`src/rtl/miner_pkg.sv`:
```
// Shared types and default widths for the BtcMiner nonce scheduling logic.
package miner_pkg;

  localparam int NONCE_W_DEF = 32;
  localparam int TGT_W_DEF   = 64;

  typedef enum logic [1:0] {
    IDLE  = 2'd0,
    ISSUE = 2'd1,
    WAIT  = 2'd2,
    DRAIN = 2'd3
  } state_e;

endpackage

```
`src/rtl/miner_nonce_scheduler.sv`:
```
// Sweeps a nonce range through the double-SHA core, one hash outstanding at a time,
// and records nonces whose top hash slice is at or below the target.
//
// state | meaning
// IDLE  | no sweep; waiting for cfg_go
// ISSUE | offering the current nonce to the core
// WAIT  | one hash outstanding
// DRAIN | aborted; swallowing the outstanding result
module miner_nonce_scheduler
  import miner_pkg::*;
#(
  parameter int NONCE_W = NONCE_W_DEF,
  parameter int TGT_W   = TGT_W_DEF
) (
  input  logic               clk,
  input  logic               wb_rst,
  input  logic               cfg_go,
  input  logic               cfg_stop,
  input  logic               cfg_stop_on_found,
  input  logic [NONCE_W-1:0] cfg_start_nonce,
  input  logic [NONCE_W-1:0] cfg_end_nonce,
  input  logic [TGT_W-1:0]   cfg_target,
  input  logic               core_ready,
  output logic               core_start,
  output logic [NONCE_W-1:0] core_nonce,
  input  logic               core_done,
  input  logic [TGT_W-1:0]   core_hash_hi,
  output logic               busy,
  output logic               done,
  output logic               found,
  output logic               found_valid,
  output logic [NONCE_W-1:0] found_nonce,
  output logic [NONCE_W-1:0] hashes_done,
  output logic               range_err
);

  state_e             r_state;
  state_e             w_next;
  logic [NONCE_W-1:0] r_nonce;
  logic [NONCE_W-1:0] r_end;
  logic [TGT_W-1:0]   r_target;
  logic               r_sof;
  logic               r_done;
  logic               r_found;
  logic               r_found_valid;
  logic [NONCE_W-1:0] r_found_nonce;
  logic [NONCE_W-1:0] r_hashes;
  logic               r_range_err;

  logic w_idle;
  logic w_go_ok;
  logic w_go_bad;
  logic w_result;
  logic w_win;
  logic w_last;
  logic w_finish;
  logic w_done_set;

  // A stop in the same cycle as go (or as a result) always takes priority.
  assign w_idle   = (r_state == IDLE);
  assign w_go_ok  = w_idle && cfg_go && !cfg_stop && (cfg_start_nonce <= cfg_end_nonce);
  assign w_go_bad = w_idle && cfg_go && !cfg_stop && (cfg_start_nonce > cfg_end_nonce);
  assign w_result = (r_state == WAIT) && core_done && !cfg_stop;
  assign w_win    = (core_hash_hi <= r_target);
  assign w_last   = (r_nonce == r_end);
  assign w_finish = w_result && ((w_win && r_sof) || w_last);

  always_ff @(posedge clk) begin
    if (wb_rst) r_state <= IDLE;
    else        r_state <= w_next;
  end

  always_comb begin
    w_next = r_state;
    case (r_state)
      IDLE:    if (w_go_ok) w_next = ISSUE;
      ISSUE: begin
        if (cfg_stop)        w_next = IDLE;
        else if (core_ready) w_next = WAIT;
      end
      WAIT: begin
        if (cfg_stop)       w_next = core_done ? IDLE : DRAIN;
        else if (core_done) w_next = w_finish ? IDLE : ISSUE;
      end
      DRAIN:   if (core_done) w_next = IDLE;
      default: w_next = IDLE;
    endcase
  end

  always_comb begin
    core_start = (r_state == ISSUE) && core_ready && !cfg_stop;
    busy       = !w_idle;
    w_done_set = w_go_bad || (!w_idle && (w_next == IDLE));
  end

  always_ff @(posedge clk) begin
    if (wb_rst) begin
      r_nonce       <= '0;
      r_end         <= '0;
      r_target      <= '0;
      r_sof         <= 1'b0;
      r_done        <= 1'b0;
      r_found       <= 1'b0;
      r_found_valid <= 1'b0;
      r_found_nonce <= '0;
      r_hashes      <= '0;
      r_range_err   <= 1'b0;
    end else begin
      r_done  <= w_done_set;
      r_found <= 1'b0;
      if (w_go_ok) begin
        r_nonce       <= cfg_start_nonce;
        r_end         <= cfg_end_nonce;
        r_target      <= cfg_target;
        r_sof         <= cfg_stop_on_found;
        r_hashes      <= '0;
        r_found_valid <= 1'b0;
        r_range_err   <= 1'b0;
      end else if (w_go_bad) begin
        r_range_err <= 1'b1;
      end
      if (w_result) begin
        if (r_hashes != '1) r_hashes <= r_hashes + 1'b1;
        if (w_win) begin
          r_found       <= 1'b1;
          r_found_valid <= 1'b1;
          r_found_nonce <= r_nonce;
        end
        // Last-nonce compare precedes the increment, so an all-ones end never wraps.
        if (!w_finish) r_nonce <= r_nonce + 1'b1;
      end
    end
  end

  assign core_nonce  = r_nonce;
  assign done        = r_done;
  assign found       = r_found;
  assign found_valid = r_found_valid;
  assign found_nonce = r_found_nonce;
  assign hashes_done = r_hashes;
  assign range_err   = r_range_err;

endmodule

```
`config.mk`:
```
export PLATFORM = sky130hd
export DESIGN_NAME = miner_nonce_scheduler
export DESIGN_NICKNAME = d
export VERILOG_FILES = /design/src/rtl/miner_pkg.sv /design/src/rtl/miner_nonce_scheduler.sv
export SDC_FILE = /design/constraint.sdc
export NUM_CORES = 1
export LEC_CHECK = 0
export ABC_AREA = 1
export CORE_UTILIZATION = 45
export CTS_BUF_LIST = sky130_fd_sc_hd__clkbuf_8
export CTS_CLUSTER_DIAMETER = 30
export DETAILED_ROUTE_END_ITERATION = 8
export PLACE_DENSITY = 0.85
export SYNTH_ARGS = -nofsm -noshare
export SYNTH_HDL_FRONTEND = slang
export SYNTH_SLANG_ARGS = --single-unit
```
`constraint.sdc`:
```
create_clock -name clk -period 2.51 [get_ports clk]
set_input_delay 0.251 -clock clk [delete_from_list [all_inputs] [get_ports clk]]
set_output_delay 0.251 -clock clk [all_outputs]
set_load 0.01 [all_outputs]
```
==> metrics.md, run 1 <==
| Metric | Value |
|---|---|
| Routability congestion estimate from global placement | about 0.95 |
| Min Tclk post-route | ~2600 ps |
| Grt ovf | 0 |
| Switching Power | 2.24 mW |
| Logic pwr share | 25.0% |
| Switch share | 30.8% |
| Routed Antenna Nets | 0 |
| Synth Instances | 1497 |
| Post-DP HPWL | between 20000 and 30000 um |
| Met3 routed WL | between 2000 and 3000 um |
| Worst setup EP type | register |
| Via density | around 5.5 |
| Pin count of the biggest net entering global routing | slightly below 70 |
| Wl on met1 | 15700 um |
| Wirelength per Cell | 17.6 um |
| Leakage | ~6.9 nW |
| DP Area | 15200 um^2 |
| Die Y | 159 um |
| CP required | 2870 ps |
| Seq. cell area | 4000 um^2 |
| CP max FO | 13 |
| Crit path arrival time | 3010 ps |
| Iteration-0 DRC Markers | 1247 |
| Row Count | between 50 and 60 |
| Vias in the first global route | 11200 |
| R2R Setup Slk | -70 ps |
| R2r startpoint | core_nonce[30] |
| Total of max-cap violations | 0 |
| DR WL met2 | 19000 um |
| # H-tree levels | 4 |
| TritonCTS Buffers | 17 |
| Final setup viols | 59 |
| Non-Filler Instances | 2218 |
| Crit path to | core_nonce[16] |
| Mean Syn Cell Area | 7.45 um^2 |
| Clock sinks | approximately 200 |
| Post-synth top area share | a little over a third |
| Clock share of power | approximately 28% |
| I/O Buffers | 300 |
| Most frequent cells in the layout | 293 x clkdlybuf4s50_1, 216 x nand2_1, 192 x a21oi_1 |
| Leading area contributor after synthesis | dfxtp_1 |
| Hold Slack | 127 ps |
| Fin. max-slew vios | 0 |
| Worst Setup Start Kind | primary input |
| Top sig layer | met4 |
| Placed Cells | around 2200 |
| Internal | 5.04 mW |
| Routed WL | 39100 um |
| Rel. slew slack | 49.1% |
| DRC | 0 |
| Failing checks | negative setup slack |
| Initial antenna violation count | 2 |
| Worst Setup Path Type | primary input to register |
| Synth async-reset ratio | 0% |
| Period utilisation layout | 105% |
| Core area | about 24000 um^2 |
| Top cells by area, synth | dfxtp_1 36%, ha_1 11%, a21oi_1 9.1%, o21ai_0 8.2%, nand2_1 7.8% |
| First-pass detailed-route iteration total | 5 |
| Post-Syn Area | between 10000 and 15000 um^2 |
| Layout fillers | 1812 |
| Post-synthesis sequential area ratio | a little over a third |
| Top FF cell, synth | dfxtp_1 |
| Tot Pwr | approximately 7.3 mW |
| Clock tree root buffer cell | clkbuf_8 |
| Full die area | 25400 um^2 |
| Worst r2r path cells | 11 |
| I/O Pins | between 300 and 400 |
| # nets final | approximately 2200 |
| Area of the multi-input gates | around 6900 um^2 |
| Hold-fix buffers, CTS | 0 |
| Vias | 12200 |
| Max IR drop VDD | ~0.00029 V |
| DP Worst Slack | -561 ps |
| Setup WS post-layout | -138 ps |
| Total track usage | 26.8% |
| Reg power frac | 46.8% |
| Clk_lat worst skew | 470 ps |
| Synth warn | 0 |
| Die width | 159 um |
| CTS tree | built |
| Synth unique cells | 38 |
| Slew @ Worst Pin | between 700 and 800 ps |
| Mapped Nets | 1794 |
| Final Hold Viols | 0 |
| Clk slew on worst S/H paths | 120 ps |
| Most common cell after layout, fill and taps aside | clkdlybuf4s50_1 |
| Skew final | 28.5 ps |
| Max Clock Freq | 378 MHz |
| RSZ-0062 raised after global routing | yes |
| Post-route cell area | about 17000 um^2 |
| CTS max path bufs | 2 |
| Yosys reg bits | 199 |
| Initial Util | 45.8% |
| Number of enable flip-flop cells after synthesis | 0 |
| Worst R2R End | core_nonce[16] |
| Pwr/cell area | between 400 and 500 nW/um^2 |
| Worst min path class | primary input to register |
| Status | complete, but fails checks |
| Share of cells above drive strength 1 | ~18% |
| First-pass GRT wire length | 55300 um |
| Area growth from synthesis to layout | 50.6% |
| CP startpoint | cfg_end_nonce[23] |
kinds of logic after synthesis:
group           after synthesis  synth area share (%)
xor+xnor                     74                  5.81
flops                       199                  35.7
buf+inv                     244                  8.73
fa+ha+maj                    98                  11.0
compound gates              421                  19.5
simple gates                461                  19.2
critical path, stage by stage:
cell and delay [ps]:
clkdlybuf4s50_1 460, inv_1 80, ha_1 310, nand2_1 60
inv_1 80, nand3_1 100, nor4_2 360, buf_4 190
nand4_1 130, nand2_2 120, nand2_4 70, buf_6 180
buf_12 150, nand2_1 60, o21ai_0 100, a211oi_1 310
how the worst min path moves through the flow:
stage	from	to	cells after the start
CTS	cfg_end_nonce[12]	r_end[12]	3
global route	cfg_end_nonce[29]	r_end[29]	3
global placement	r_target[25]	r_target[25]	2
detailed placement	r_target[61]	r_target[61]	2
finish	cfg_end_nonce[29]	r_end[29]	3
floorplan	cfg_end_nonce[10]	r_end[10]	2
flip-flops by register name (all words and copies together) (netlist names):
signal / flops
r_target: 64
r_state: 2
r_sof: 1
found: 1
r_end: 32
found_nonce: 32
core_nonce: 32
range_err: 1
done: 1
found_valid: 1
hashes_done: 32
power by group through the flow:
stage / clock, mW / combinational [mW] / sequential (mW)
finish: 2.05 / 1.82 / 3.41
global route: 2.21 / 1.98 / 3.43
CTS: 2.09 / 1.57 / 3.40
detailed placement: 0 / 1.55 / 3.47
global placement: 0 / 1.50 / 3.47
floorplan: 0 / 0.765 / 3.47
layer usage:
layer	track usage, %	vias to the layer above
met3	4.71	102
met5	0	-
met4	12.8	0
met2	46.0	654
li1	-	5772
met1	32.3	5711
Yosys cell counts (all sizes together), types with 14 or more instances:
master / n
a21oi: 203
dfxtp: 199
nand2: 235
nand4: 26
a31oi: 16
o21ai: 182
or2: 14
nor3: 31
ha: 98
xnor2: 18
clkbuf: 39
inv: 175
buf: 30
nor2: 100
nand3: 35
nor4: 17
xor2: 56
area by class of cell:
cell class              count  area share [%]
diodes                      2          0.0298
inverters                 175            4.00
repair buffers            429            26.7
flip-flops and latches    199            23.8
well taps                 324            2.42
clock inverters            15           0.850
multi-input cells        1057            40.8
clock buffers              17            1.39
through the flow:
stage	TNS (ps)	util, %
global placement	-74210	62.4
detailed placement	-85630	62.4
CTS	0	64.1
finish	-1450	69.0
global route	-9520	69.0
floorplan	0	-
timing repair:
item | in CTS | in global routing
endpoints found under the hold margin | 0 | 0
buffers inserted | 0 | 19
cloned | 1 | 13
pin swaps | 5 | 40
endpoints found under the setup margin | 104 | 184
gates resized for setup | 9 | 225
Power figures use the tool's default switching activity.
==> inputs of run 2 (changes only) <==
==> constraint.sdc (replaced) <==
create_clock -name clk -period 3 [get_ports clk]
set_input_delay 0.3 -clock clk [delete_from_list [all_inputs] [get_ports clk]]
set_output_delay 0.3 -clock clk [all_outputs]
set_load 0.01 [all_outputs]
==> run 2 against run 1 <==
The flow now finishes without violations. Critical path depth decreased by 5. Wire length fell by 16%. Global-route usage decreased by 1.3 points. Highest routed layer unchanged. Combinational power down 33%. Cell area down 10%. Sequential share of layout area rose by 2.7 points. Core utilization decreased by 7.2 points. Register-to-register slack improved by 260 ps. Power decreased by 21%. Clock power shrank 20%. Count of clock-buffer cells in the layout up 1. Critical path type is now register to register.
==> metrics.md, run 2 (same netlist as run 1, synthesis figures left out) <==
| Metric | Value |
|---|---|
| Routed WL | 32900 um (-16%) |
| CTS max path bufs | 2 (unchanged) |
| # nets final | 2081 (-4.4%) |
| Via density | 5.26 (-4.7%) |
| WP buf/inv | 0 (-6) |
| Area of the multi-input gates | 6220 um^2 (-9.3%) |
| Full die area | 25400 um^2 (unchanged) |
| Vias in the first global route | 10600 (-5.4%) |
| Wirelength per Cell | 15.5 um (-12%) |
| Crit path arrival time | 3180 ps (+170 ps) |
| Layout fillers | 2075 (+15%) |
| Initial antenna violation count | 0 (-2) |
| Leakage | 6.08 nW (-12%) |
| Vias | 11200 (-8.9%) |
| Internal | 3.99 mW (-21%) |
| Seq. cell area | 3980 um^2 (-0.31%) |
| Final Hold Viols | 0 (unchanged) |
| Max Clock Freq | 356 MHz |
| Post-route cell area | 15000 um^2 (-10%) |
| Family with the most delay on the worst path | simple AND/OR/NAND/NOR gates |
| Max reg flops | 64 (unchanged) |
| Slew @ Worst Pin | 713 ps (-50.8 ps) |
| Total track usage | 25.5% (-1.3 points) |
| CTS tree | built |
| Row Count | 57 (unchanged) |
| Worst min path class | primary input to register |
| Fin. max-slew vios | 0 (unchanged) |
| Skew final | 19.0 ps (-9.54 ps) |
| Clk_lat worst skew | 460 ps (about the same) |
| First-pass detailed-route iteration total | 5 (unchanged) |
| Max stage delay cell, worst path | dfxtp_1 |
| Setup TNS Final | 0 ps (+1450 ps) |
| Worst Setup Path Type | register to register |
| TritonCTS Buffers | 17 (unchanged) |
| Min Tclk post-route | 2810 ps |
| # H-tree levels | 4 (unchanged) |
| Max stage delay on crit path | 450 ps (about the same) |
| Rel. slew slack | 52.4% (+3.4 points) |
| DRC | 0 (unchanged) |
| Post-DP HPWL | 25200 um (-5.0%) |
| Most frequent cells in the layout | 299 x clkdlybuf4s50_1, 231 x nand2_1, 203 x a21oi_1 |
| Initial Util | 45.8% (unchanged) |
| Clk slew on worst S/H paths | 110 ps (about the same) |
| Cell-by-cell trace of the critical path | ha_1 -> nand3_1 -> nand3b_1 -> nor3_2 -> nand3_2 -> nor2_2 -> nand4_1 -> nor4_2 -> nand2_1 -> xnor2_1 -> o21a_1 |
| CP required | 3370 ps (+500 ps) |
| Max IR drop VDD | 0.000311 V (+8.0%) |
| Logic pwr share | 21.3% (-3.7 points) |
| Clock share of power | 28.9% (+0.7 points) |
| Total of max-cap violations | 0 (unchanged) |
| I/O Buffers | 300 (unchanged) |
| Clock sinks | 199 (unchanged) |
| Area growth from synthesis to layout | 34.9% |
| Switching Power | 1.73 mW (-23%) |
| CP max FO | 6 (-7) |
| Worst setup EP type | register |
| DP Area | 14600 um^2 (-3.4%) |
| Ant diodes | 0 (-2) |
| Period utilisation layout | between 90% and 100% |
| Iteration-0 DRC Markers | 877 (-30%) |
| Grt ovf | 0 (unchanged) |
| Most common cell after layout, fill and taps aside | clkdlybuf4s50_1 |
| Top reg by flops | r_target |
| Die Y | 159 um (unchanged) |
| I/O Pins | 301 (unchanged) |
| Switch share | 30.2% (-0.59 points) |
| Reg power frac | 49.8% (+3.0 points) |
| Tot Pwr | 5.72 mW (-21%) |
| Worst Setup Start Kind | register |
| Core area | 24300 um^2 (unchanged) |
| Status | complete, no violations |
| Pwr/cell area | 380 nW/um^2 (-12%) |
| Routed Antenna Nets | 0 (unchanged) |
| Final setup viols | 0 (-100%) |
| Die width | 159 um (unchanged) |
| Clock tree root buffer cell | clkbuf_8 |
| First-pass GRT wire length | 52600 um (-4.9%) |
| Routability congestion estimate from global placement | 0.945 (-0.52%) |
| Pin count of the biggest net entering global routing | 77 (+13%) |
| Share of cells above drive strength 1 | 7.01% (-11 points) |
## run 2: worst paths after layout
| kind | depth (start not counted) | to | slack (ps) | from |
|---|---|---|---|---|
| worst min register to register | 2 | r_target[49] | 460 | r_target[49] |
| worst max-delay path | 11 | core_nonce[28] | 190 | core_nonce[1] |
| worst min-delay path | 3 | r_end[31] | 400 | cfg_end_nonce[31] |
| worst max register to register | 11 | core_nonce[28] | 190 | core_nonce[1] |
## run 2: power by group through the flow
stage / registers, mW / clock network [mW] / logic, mW
2_1_floorplan: 2.90 / 0 / 0.640
3_3_place_gp: 2.90 / 0 / 1.17
3_5_place_dp: 2.91 / 0 / 1.21
4_1_cts: 2.85 / 1.69 / 1.21
5_1_grt: 2.86 / 1.81 / 1.36
6_report: 2.85 / 1.65 / 1.22
## run 2: through the flow
stage / hold WS (ps) / worst slack [ps] / cells / util [%]
after floorplan: 433 / 703 / 1497 / -
after global placement: 442 / -378 / 2088 / 60.2
after detailed placement: 448 / -434 / 2088 / 60.2
after CTS: 366 / 63.3 / 2120 / 61.7
after global routing: 379 / -5.08 / 2121 / 61.8
final: 395 / 195 / 2121 / 61.8
## run 2: repair_timing
item | CTS | global route
hold buffers | 0 | 0
setup endpoints to repair | 0 | 130
resized for setup | 0 | 3
buffers inserted | 0 | 1
## run 2: layer usage
metal / GRT usage, % / wire length [um]
met2: 43.7 / 15500
met1: 31.9 / 14200
met5: 0 / 0
met3: 4.98 / 2330
met4: 8.83 / 838
## run 2: final cells by class
class / instances / share of cell area [%]
Timing Repair Buffer: 337 / 22.6
Clock buffer: 18 / 1.65
Clock inverter: 14 / 0.791
Sequential cell: 199 / 26.5
Tap cell: 324 / 2.70
Multi-Input combinational cell: 1054 / 41.3
Inverter: 175 / 4.40
## run 2: worst reg2reg max path, cell delays in order, from the launching register on
cell,delay (ps)
dfxtp_1,450
ha_1,240
nand3_1,120
nand3b_1,240
nor3_2,270
nand3_2,190
nor2_2,210
nand4_1,250
nor4_2,290
nand2_1,140
xnor2_1,160
o21a_1,170
==> inputs of run 3 (changes only) <==
--- a/config.mk
+++ b/config.mk
@@ -11,6 +11,7 @@
 export CTS_CLUSTER_DIAMETER = 30
 export DETAILED_ROUTE_END_ITERATION = 8
 export PLACE_DENSITY = 0.85
+export SLEW_MARGIN = 20
 export SYNTH_ARGS = -nofsm -noshare
 export SYNTH_HDL_FRONTEND = slang
 export SYNTH_SLANG_ARGS = --single-unit
==> results of run 3 <==
No change in the layout: final DEF, timing and power equal those of run 2.
